`config.mk`:
```
export PLATFORM = sky130hd
export DESIGN_NAME = dc_delay_line
export DESIGN_NICKNAME = d
export VERILOG_FILES = /design/src/rtl/dc_delay_line.sv
export SDC_FILE = /design/constraint.sdc
export NUM_CORES = 1
export LEC_CHECK = 0
export CELL_PAD_IN_SITES_DETAIL_PLACEMENT = 1
export CELL_PAD_IN_SITES_GLOBAL_PLACEMENT = 1
export CORE_ASPECT_RATIO = 1.25
export CORE_MARGIN = 3
export CORE_UTILIZATION = 29
export DETAILED_ROUTE_END_ITERATION = 8
export GPL_TIMING_DRIVEN = 0
export PLACE_DENSITY_LB_ADDON = 0.15
export SLEW_MARGIN = 40
export SYNTH_ARGS = -nofsm -noshare
export SYNTH_HDL_FRONTEND = slang
export SYNTH_SLANG_ARGS = --single-unit
```
`constraint.sdc`:
```
create_clock -name clk -period 1.3 [get_ports clk]
set_clock_uncertainty 0.15 [all_clocks]
set_input_delay 0.325 -clock clk [delete_from_list [all_inputs] [get_ports clk]]
set_output_delay 0.325 -clock clk [all_outputs]
set_load 0.02 [all_outputs]
```
`src/rtl/dc_delay_line.sv`:
```
// dc_delay_line
//   Enable-gated WIDTH x DEPTH register delay line for the DC-elimination path.
//   A sample accepted on a strobe (en=1, clr=0) reaches q after DEPTH strobes.
//   The line tracks how many genuine samples it holds and pulses q_valid when
//   q has just been loaded with one. clr flushes synchronously and wins over en.
//
//   Optional feature macro: DC_DELAY_LINE_RUNNING_SUM_EN
//     When defined, adds port sum = signed sum of all stage contents. The sum is
//     kept over the same DEPTH-sample window, so it serves as a DC estimate.
//
// Ports
//   clk       in   rising-edge clock
//   rst       in   asynchronous active-high reset
//   en        in   sample strobe
//   clr       in   synchronous flush (priority over en)
//   d         in   [WIDTH-1:0] input sample (two's complement)
//   q         out  [WIDTH-1:0] oldest stage (registered)
//   q_valid   out  single-cycle pulse: q holds a genuine sample just loaded
//   full      out  all DEPTH stages hold genuine samples
//   fill_cnt  out  [CW-1:0] genuine samples in the line, saturates at DEPTH
//   sum       out  [SW-1:0] signed window sum (only with the macro)
module dc_delay_line #(
  parameter int WIDTH = 32,
  parameter int DEPTH = 1,
  localparam int CW = $clog2(DEPTH + 1),
  localparam int SW = WIDTH + $clog2(DEPTH)
) (
  input  logic                 clk,
  input  logic                 rst,
  input  logic                 en,
  input  logic                 clr,
  input  logic [WIDTH-1:0]     d,
  output logic [WIDTH-1:0]     q,
  output logic                 q_valid,
  output logic                 full,
`ifdef DC_DELAY_LINE_RUNNING_SUM_EN
  output logic signed [SW-1:0] sum,
`endif
  output logic [CW-1:0]        fill_cnt
);

  localparam logic [CW-1:0] DEPTH_C  = CW'(DEPTH);
  // One bit wider so the "about to become full" test is never a constant compare.
  localparam logic [CW:0]   DEPTH_W  = (CW + 1)'(DEPTH);

  logic [WIDTH-1:0] stage_q [DEPTH];
  logic [WIDTH-1:0] stage_d [DEPTH];
  logic [CW-1:0]    fill_cnt_q, fill_cnt_d;
  logic             full_q, full_d;
  logic             q_valid_q, q_valid_d;
  logic [CW:0]      fill_next_w;

`ifdef DC_DELAY_LINE_RUNNING_SUM_EN
  logic signed [SW-1:0] sum_q, sum_d;
`endif

  // Next-state logic: flush, shift on strobe, or hold.
  always_comb begin
    stage_d     = stage_q;
    fill_cnt_d  = fill_cnt_q;
    full_d      = full_q;
    q_valid_d   = 1'b0;
    fill_next_w = {1'b0, fill_cnt_q} + {{CW{1'b0}}, 1'b1};
`ifdef DC_DELAY_LINE_RUNNING_SUM_EN
    sum_d       = sum_q;
`endif
    if (clr) begin
      for (int i = 0; i < DEPTH; i++) begin
        stage_d[i] = {WIDTH{1'b0}};
      end
      fill_cnt_d = {CW{1'b0}};
      full_d     = 1'b0;
      q_valid_d  = 1'b0;
`ifdef DC_DELAY_LINE_RUNNING_SUM_EN
      sum_d      = {SW{1'b0}};
`endif
    end else if (en) begin
      stage_d[0] = d;
      for (int i = 1; i < DEPTH; i++) begin
        stage_d[i] = stage_q[i-1];
      end
      if (fill_cnt_q < DEPTH_C) begin
        fill_cnt_d = fill_cnt_q + {{(CW-1){1'b0}}, 1'b1};
      end else begin
        fill_cnt_d = fill_cnt_q;
      end
      full_d = (fill_cnt_d == DEPTH_C);
      // Pre-edge fill >= DEPTH-1 means the sample landing in the last stage is genuine.
      q_valid_d = (fill_next_w >= DEPTH_W);
`ifdef DC_DELAY_LINE_RUNNING_SUM_EN
      // Add the incoming sample, drop the one falling off the end; stays exact at SW bits.
      sum_d = sum_q + SW'($signed(d)) - SW'($signed(stage_q[DEPTH-1]));
`endif
    end else begin
      q_valid_d = 1'b0;
    end
  end

  // State registers with asynchronous reset.
  always_ff @(posedge clk or posedge rst) begin
    if (rst) begin
      for (int i = 0; i < DEPTH; i++) begin
        stage_q[i] <= {WIDTH{1'b0}};
      end
      fill_cnt_q <= {CW{1'b0}};
      full_q     <= 1'b0;
      q_valid_q  <= 1'b0;
`ifdef DC_DELAY_LINE_RUNNING_SUM_EN
      sum_q      <= {SW{1'b0}};
`endif
    end else begin
      for (int i = 0; i < DEPTH; i++) begin
        stage_q[i] <= stage_d[i];
      end
      fill_cnt_q <= fill_cnt_d;
      full_q     <= full_d;
      q_valid_q  <= q_valid_d;
`ifdef DC_DELAY_LINE_RUNNING_SUM_EN
      sum_q      <= sum_d;
`endif
    end
  end

  assign q        = stage_q[DEPTH-1];
  assign q_valid  = q_valid_q;
  assign full     = full_q;
  assign fill_cnt = fill_cnt_q;
`ifdef DC_DELAY_LINE_RUNNING_SUM_EN
  assign sum      = sum_q;
`endif

endmodule

```
Word-level counts from Yosys, hierarchy flattened. Cells that the tools add are included.

Flip-flop bits (word level): 34. Latch bits: 0. Memory bits (writable): 0. ROM bits: 0. Output and inout port bits: 35. Word-level logic and storage cells: 17. Memories: 0.

$add $sub $neg: 2. Multipliers: 0. Divide/modulo/power cells: 0. Order comparisons: 2. Equal/unequal tests: 1. Shifts and indexed selects: 0. Mux-type cells: 7. Bitwise operators: 0. Reduce and logical (&&, ||, !) cells: 2.

Operator list (count): 2-to-1 mux 32 bit (2); 2-to-1 mux 1 bit (5); != test 3 x 1 -> 1 bit (second input constant) (1); adder 1 x 1 -> 2 bit (second input constant) (1); greater-or-equal comparator 2 x 1 -> 1 bit (second input constant) (1); AND reduction 2 bit (1); nonzero test 2 bit (1); adder 1 bit (second input constant) (1); < comparator 1 bit (second input constant) (1).

Logic depth before layout (Yosys ltp). Gate-level depths: netlist of run 1.

Word-level depth: 4. Gate-level depth with buffers: 4.

Worst setup path before layout of run 1. No wires, ideal clock.

Path kind: register -> output. From: reg full_q, in the netlist full. To: out full. Arrival time: 0.626 ns. Required time: 0.825 ns. Setup slack: 0.199 ns. Cell stages (with the launch flop): 2. Buffers on the path: 1. Cells stage by stage: dfrtp_1 buf_4.

RTL lines: start, declared (RTL line 49) `logic full_q, full_d;`; start signal, assigned (RTL line 116) `full_q <= full_d;`; end, declared (RTL line 35) `output logic full,`.

No word-level cell between the ends.

Worst setup path after layout of run 1.
From: reg full_q, in the netlist full. To: out full.

No word-level cell between the ends.

==> key figures, run 1 <==
Run status
  – Outcome: finished, violations left
  – Failing checks: setup timing

Worst setup path
  – Crit Path Max Fanout: 3
  – CP required: 820 ps
  – CP arrival: 930 ps
  – Critical path cell sequence: buf_6 -> buf_6
  – Worst path slowest cell: dfrtp_1
  – Startpoint Class: register
  – Worst Setup End Kind: primary output
  – Delay of the slowest critical-path stage: slightly above 400 ps
  – Top cell by count, worst path: buf_6
  – Critical path class: reg -> out

Timing
  – Slew headroom: 0.513
  – Fin worst setup slack: -109 ps
  – Final hold violation count: 0
  – Worst-margin pin slew: between 700 and 800 ps
  – Final setup fails: 3
  – Max Fclk: ~710 MHz
  – Unrepaired setup endpoints after global routing: yes
  – Pins Over Slew Limit: 0
  – Period utilization: 1.08
  – Tmin final: approximately 1400 ps

Place
  – Port-buffer cells: between 60 and 70
  – Post-Place Cells: around 240
  – Worst slack, placed: -245 ps
  – Final HPWL DP: between 2000 and 3000 um
  – Global placer's final weighted congestion: between 0.6 and 0.7

Flow run
  – Total of max-cap violations: 0

Floorplan
  – Rows: 27
  – Core Box Area: ~0.0045 mm2
  – IO Count: 71
  – Die X: 68.3 um
  – Overall die height: about 84 um
  – Die area: between 0.005 and 0.006 mm2
  – Initial Util: 0.310

Global route
  – First-pass GRT wire length: between 6000 and 7000 um
  – Initial antenna violation count: 0
  – Vias in the first global route: 1260
  – Largest net degree at the start of global routing: 35
  – GRT overflow: 0
  – Overall Global Routing Usage: 0.140

Clock network
  – CTS tree: yes
  – CTS Hold Buffers Added: 0
  – Clock Root Buffer: clkbuf_8
  – CTS max path bufs: 2
  – Clock transition at path regs: ~60 ps
  – Clk_lat worst skew: ~280 ps
  – TritonCTS buffer count: 5
  – CTS Sinks: 34
  – CTS H-Tree Depth: 2

Finish
  – Final #Nets: roughly 240
  – Final design utilization: 0.525
  – Share of post-route cells with drive strength above 1: 0.310
  – Most frequent cells in the layout: buf_6, nor2_1, dfrtp_1, clkdlybuf4s50_1, mux2i_1
  – Fin cells: around 260
  – Layout area overhead: 69.0%
  – Most common cell after layout, fill and taps aside: buf_6
  – N_diodes: 0

Synth
  – Flops & latches, synth: 34
  – Synth Warn #: 0
  – Simple-gate share of the synthesized area: 0.0953
  – Synth Instances: 111
  – Largest family of logic cells by synthesized area: multiplexers
  – Syn avg cell area: roughly 13 um2
  – Syn nets: approximately 150
  – Sequential-to-total area share from yosys stat: 0.606
  – Synth cell types: 10
  – Compound-Gate Fraction of Synth Area: 0
  – Area share of fa/ha/maj cells after synthesis: 0
  – Mux contribution to synthesized area: 0.228
  – Xor/xnor share of the synthesized area: 0
  – Netlist area before placement: between 0.001 and 0.0015 mm2

Route
  – Drt drc: 0
  – DRT antenna net count: 0
  – Router iterations before antenna repair: 2
  – WL per Instance: approximately 15 um
  – DRT Wirelength: about 3900 um
  – DRT iter0 DRCs: 30
  – Vias: ~1200
  – Via density: around 4.5

Power
  – Worst VDD drop: roughly 0.00065 V
  – Pwr Density: roughly 1000 mW/mm2
  – LEAKAGE: roughly 1.2 nW

Min path
  – Hold crit path type: in -> reg
[kinds of logic after synthesis]
| group | count (synthesis) |
|---|---|
| flops | 34 |
| buf+inv | 10 |
| simple gates | 35 |
| mux | 32 |
[registers in the layout, summed over array words and instances (netlist names)]
signal / count
full: 1
q: 32
q_valid: 1
[power breakdown]
group	internal, W	switching (W)	leakage (nW)
clock	0.000368	0.000350	0.0383
sequential	0.00112	0.0000453	0.450
combinational	0.000311	0.000233	0.721
[critical path: cells and delay by family (launching register included)]
family                 cells  cell delay (ps)
flip-flops                 1              410
buffers and inverters      2              250
[final cells by class]
class,count,area [um2]
well taps,58,72.6
plain buffers,9,100
repair buffers,82,817
fillers,504,2150
inverters,1,3.75
multi-input cells,67,454
clock buffers,7,76.3
flip-flops and latches,34,851
[cell usage after synthesis]
library cell	count	area share
buf_12	3	0.043
buf_2	2	0.0071
buf_4	1	0.0053
buf_6	1	0.0080
clkbuf_1	2	0.0053
dfrtp_1	34	0.61
inv_1	1	0.0027
mux2i_1	32	0.23
nor2_1	34	0.091
nor2b_1	1	0.0045
[layer usage]
layer / vias to the layer above / wire length [um] / part of all wire / track usage
met4: 0 / 61 / 0.016 / 0.0597
met2: 45 / 2160 / 0.55 / 0.244
met3: 6 / 290 / 0.074 / 0.0418
met1: 569 / 1380 / 0.35 / 0.151
li1: 534 / - / - / -
met5: - / 0 / 0 / 0
[through the flow]
| step | total power [W] | hold WS [ps] | area (um2) | setup TNS (ps) |
|---|---|---|---|---|
| final | 0.00243 | 141 | 2370 | -151 |
| after global routing | 0.00256 | 155 | 2370 | -663 |
| after CTS | 0.00242 | 144 | 2260 | -215 |
| after detailed placement | 0.00168 | 362 | 2160 | -9780 |
| after global placement | 0.00166 | 354 | 2160 | -27350 |
| after floorplan | 0.00141 | 317 | 1410 | 0 |
[timing repair]
action,CTS,global route
gates resized for setup,192,15
endpoints found under the setup margin,35,34
buffers inserted,5,9
[path summary, 6_finish.rpt]
| check | start | depth (start not counted) | slack (ps) | endpoint |
|---|---|---|---|---|
| setup / recovery | full | 2 | -110 | full |
| hold / removal | clr | 2 | 140 | q_valid |
| setup reg to reg | q[22] | 4 | 210 | q[22] |
| hold reg to reg | q[4] | 2 | 410 | q[4] |
| max in group asynchronous | rst | 2 | 190 | q[29] |
| min in group asynchronous | rst | 2 | 350 | q[16] |
Note: power is estimated with default switching activity, not from simulation.
==> inputs of run 2 (changes only) <==
Settings changed: ABC_CLOCK_PERIOD_IN_PS set to 1300, SLEW_MARGIN 40 to 5.
==> run 2 against run 1 <==
- the run still ends with setup timing left
- cell area increased by 0.16%
- power is essentially flat
- utilization increased by 0.083 points
- register-to-register slack about the same
- via count hardly changed
- combinational power about the same
- global-route usage barely moved
- setup slack better by 9.5 ps
- clock power about the same
- sequential share of layout area decreased by 0.056 points
- hold slack about the same
==> key figures, run 2 (synthesis gave the netlist of run 1 again) <==
Run status
  – Outcome: finished, violations left
  – Failing checks: setup timing

Power
  – Clock power frac: 0.296
  – NetSw: around 0.00063 W
  – LEAKAGE: around 1.2 nW
  – Worst VDD drop: roughly 0.00066 V
  – Combinational group share of total power: 0.225
  – Pwr Density: roughly 1000 mW/mm2
  – Register share of total power: 0.479
  – Internal: approximately 0.0018 W
  – Sw Share: 0.259

Clock network
  – Clock transition at path regs: about 60 ps
  – CTS Sinks: 34
  – TritonCTS buffer count: 5
  – Clk_lat worst skew: about 280 ps
  – CTS max path bufs: 2
  – CTS tree: yes
  – CTS H-Tree Depth: 2
  – Clock Root Buffer: clkbuf_8

Worst setup path
  – Top delay family on crit path: flip-flops
  – CP arrival: slightly above 900 ps
  – Delay of the slowest critical-path stage: 410 ps
  – Critical path cell sequence: buf_6 -> buf_6
  – Top cell by count, worst path: buf_6
  – Critical path class: reg -> out
  – Worst path slowest cell: dfrtp_1
  – Reg-to-reg slack, setup: 210 ps
  – Buf/Inv on CP: 2
  – Worst Setup End Kind: primary output
  – Crit Path Max Fanout: 3
  – CP required: slightly above 800 ps
  – Startpoint Class: register

Floorplan
  – Overall die height: between 80 and 90 um
  – Die X: around 70 um
  – Die area: around 0.0057 mm2
  – Rows: 27
  – Initial Util: 0.310
  – IO Count: 71
  – Core Box Area: between 0.004 and 0.005 mm2

Place
  – Global placer's final weighted congestion: ~0.64
  – Port-buffer cells: 68
  – Final HPWL DP: roughly 2800 um

Global route
  – Overall Global Routing Usage: 0.141
  – GRT overflow: 0
  – First-pass GRT wire length: between 6000 and 7000 um
  – Largest net degree at the start of global routing: 35
  – Vias in the first global route: roughly 1300
  – Initial antenna violation count: 0

Timing
  – Worst-margin pin slew: 755 ps
  – Final setup TNS: -134 ps
  – Fin worst setup slack: -99.5 ps
  – Slew headroom: 0.495
  – Pins Over Slew Limit: 0
  – Unrepaired setup endpoints after global routing: yes
  – Final setup fails: 3
  – Period utilization: 1.08
  – Max Fclk: between 700 and 800 MHz
  – Final hold violation count: 0
  – Tmin final: 1400 ps

Route
  – DRT iter0 DRCs: 31
  – Via density: about 4.5
  – WL per Instance: roughly 15 um
  – Vias: approximately 1200
  – Router iterations before antenna repair: 2
  – DRT antenna net count: 0
  – Drt drc: 0
  – DRT Wirelength: between 3000 and 4000 um

Finish
  – Final design utilization: 0.525
  – Final #Nets: 236
  – Fillers: around 500
  – Most frequent cells in the layout: buf_6, nor2_1, dfrtp_1, clkdlybuf4s50_1, mux2i_1
  – Most common cell after layout, fill and taps aside: buf_6
  – N_diodes: 0
  – Layout area overhead: 69.3%
  – Max reg flops: 32
  – Share of post-route cells with drive strength above 1: 0.310

Flow run
  – Total of max-cap violations: 0

Min path
  – Hold crit path type: in -> reg
## run 2: cell types whose count changed in the layout (fill, tap and decap cells not counted)
cell        delta
inv_2          -1
clkinvlp_4     +1
## run 2: final timing paths
kind,from,end,depth (start not counted)
setup / recovery,full,full,2
hold / removal,clr,q_valid,2
setup reg to reg,q[22],q[22],4
hold reg to reg,q[4],q[4],2
max in group asynchronous,rst,q[29],2
min in group asynchronous,rst,q[16],2
## run 2: cell type report
class,instances,area [um2],area share
Clock buffer,7,76.3,0.0321
Tap cell,58,72.6,0.0305
Buffer,9,100,0.0421
Timing Repair Buffer,82,817,0.344
Sequential cell,34,851,0.358
Multi-Input combinational cell,67,454,0.191
Inverter,1,7.51,0.00316
## run 2: power groups by stage
stage          clock (W)  sequential, W  combinational (W)
6_report        0.000719        0.00116           0.000545
3_5_place_dp           0        0.00117           0.000507
2_1_floorplan          0        0.00124           0.000165
5_1_grt         0.000801        0.00117           0.000588
4_1_cts         0.000746        0.00116           0.000513
3_3_place_gp           0        0.00117           0.000495
## run 2: routing by layer
layer	global-route usage	share of wire	vias to the layer above
li1	-	-	534
met1	0.154	0.36	570
met2	0.243	0.56	45
met3	0.0404	0.072	6
met4	0.0597	0.016	0
met5	0	0	-
## run 2: metrics by stage
stage,cell area [um2],total power [W],setup slack (ps),instances,hold slack [ps]
2_1_floorplan,1410,0.00141,77.5,111,317
3_3_place_gp,2160,0.00166,-692,237,354
3_5_place_dp,2160,0.00168,-775,237,362
4_1_cts,2250,0.00242,-142,248,144
5_1_grt,2380,0.00256,-138,258,155
6_report,2380,0.00243,-99.5,258,140
## run 2: timing repair
item                       in CTS  in global routing
setup endpoints to repair      69                 34
gates resized for setup       189                 16
buffers inserted                4                 10
hold endpoints to repair        0                  0
hold buffers                    0                  0
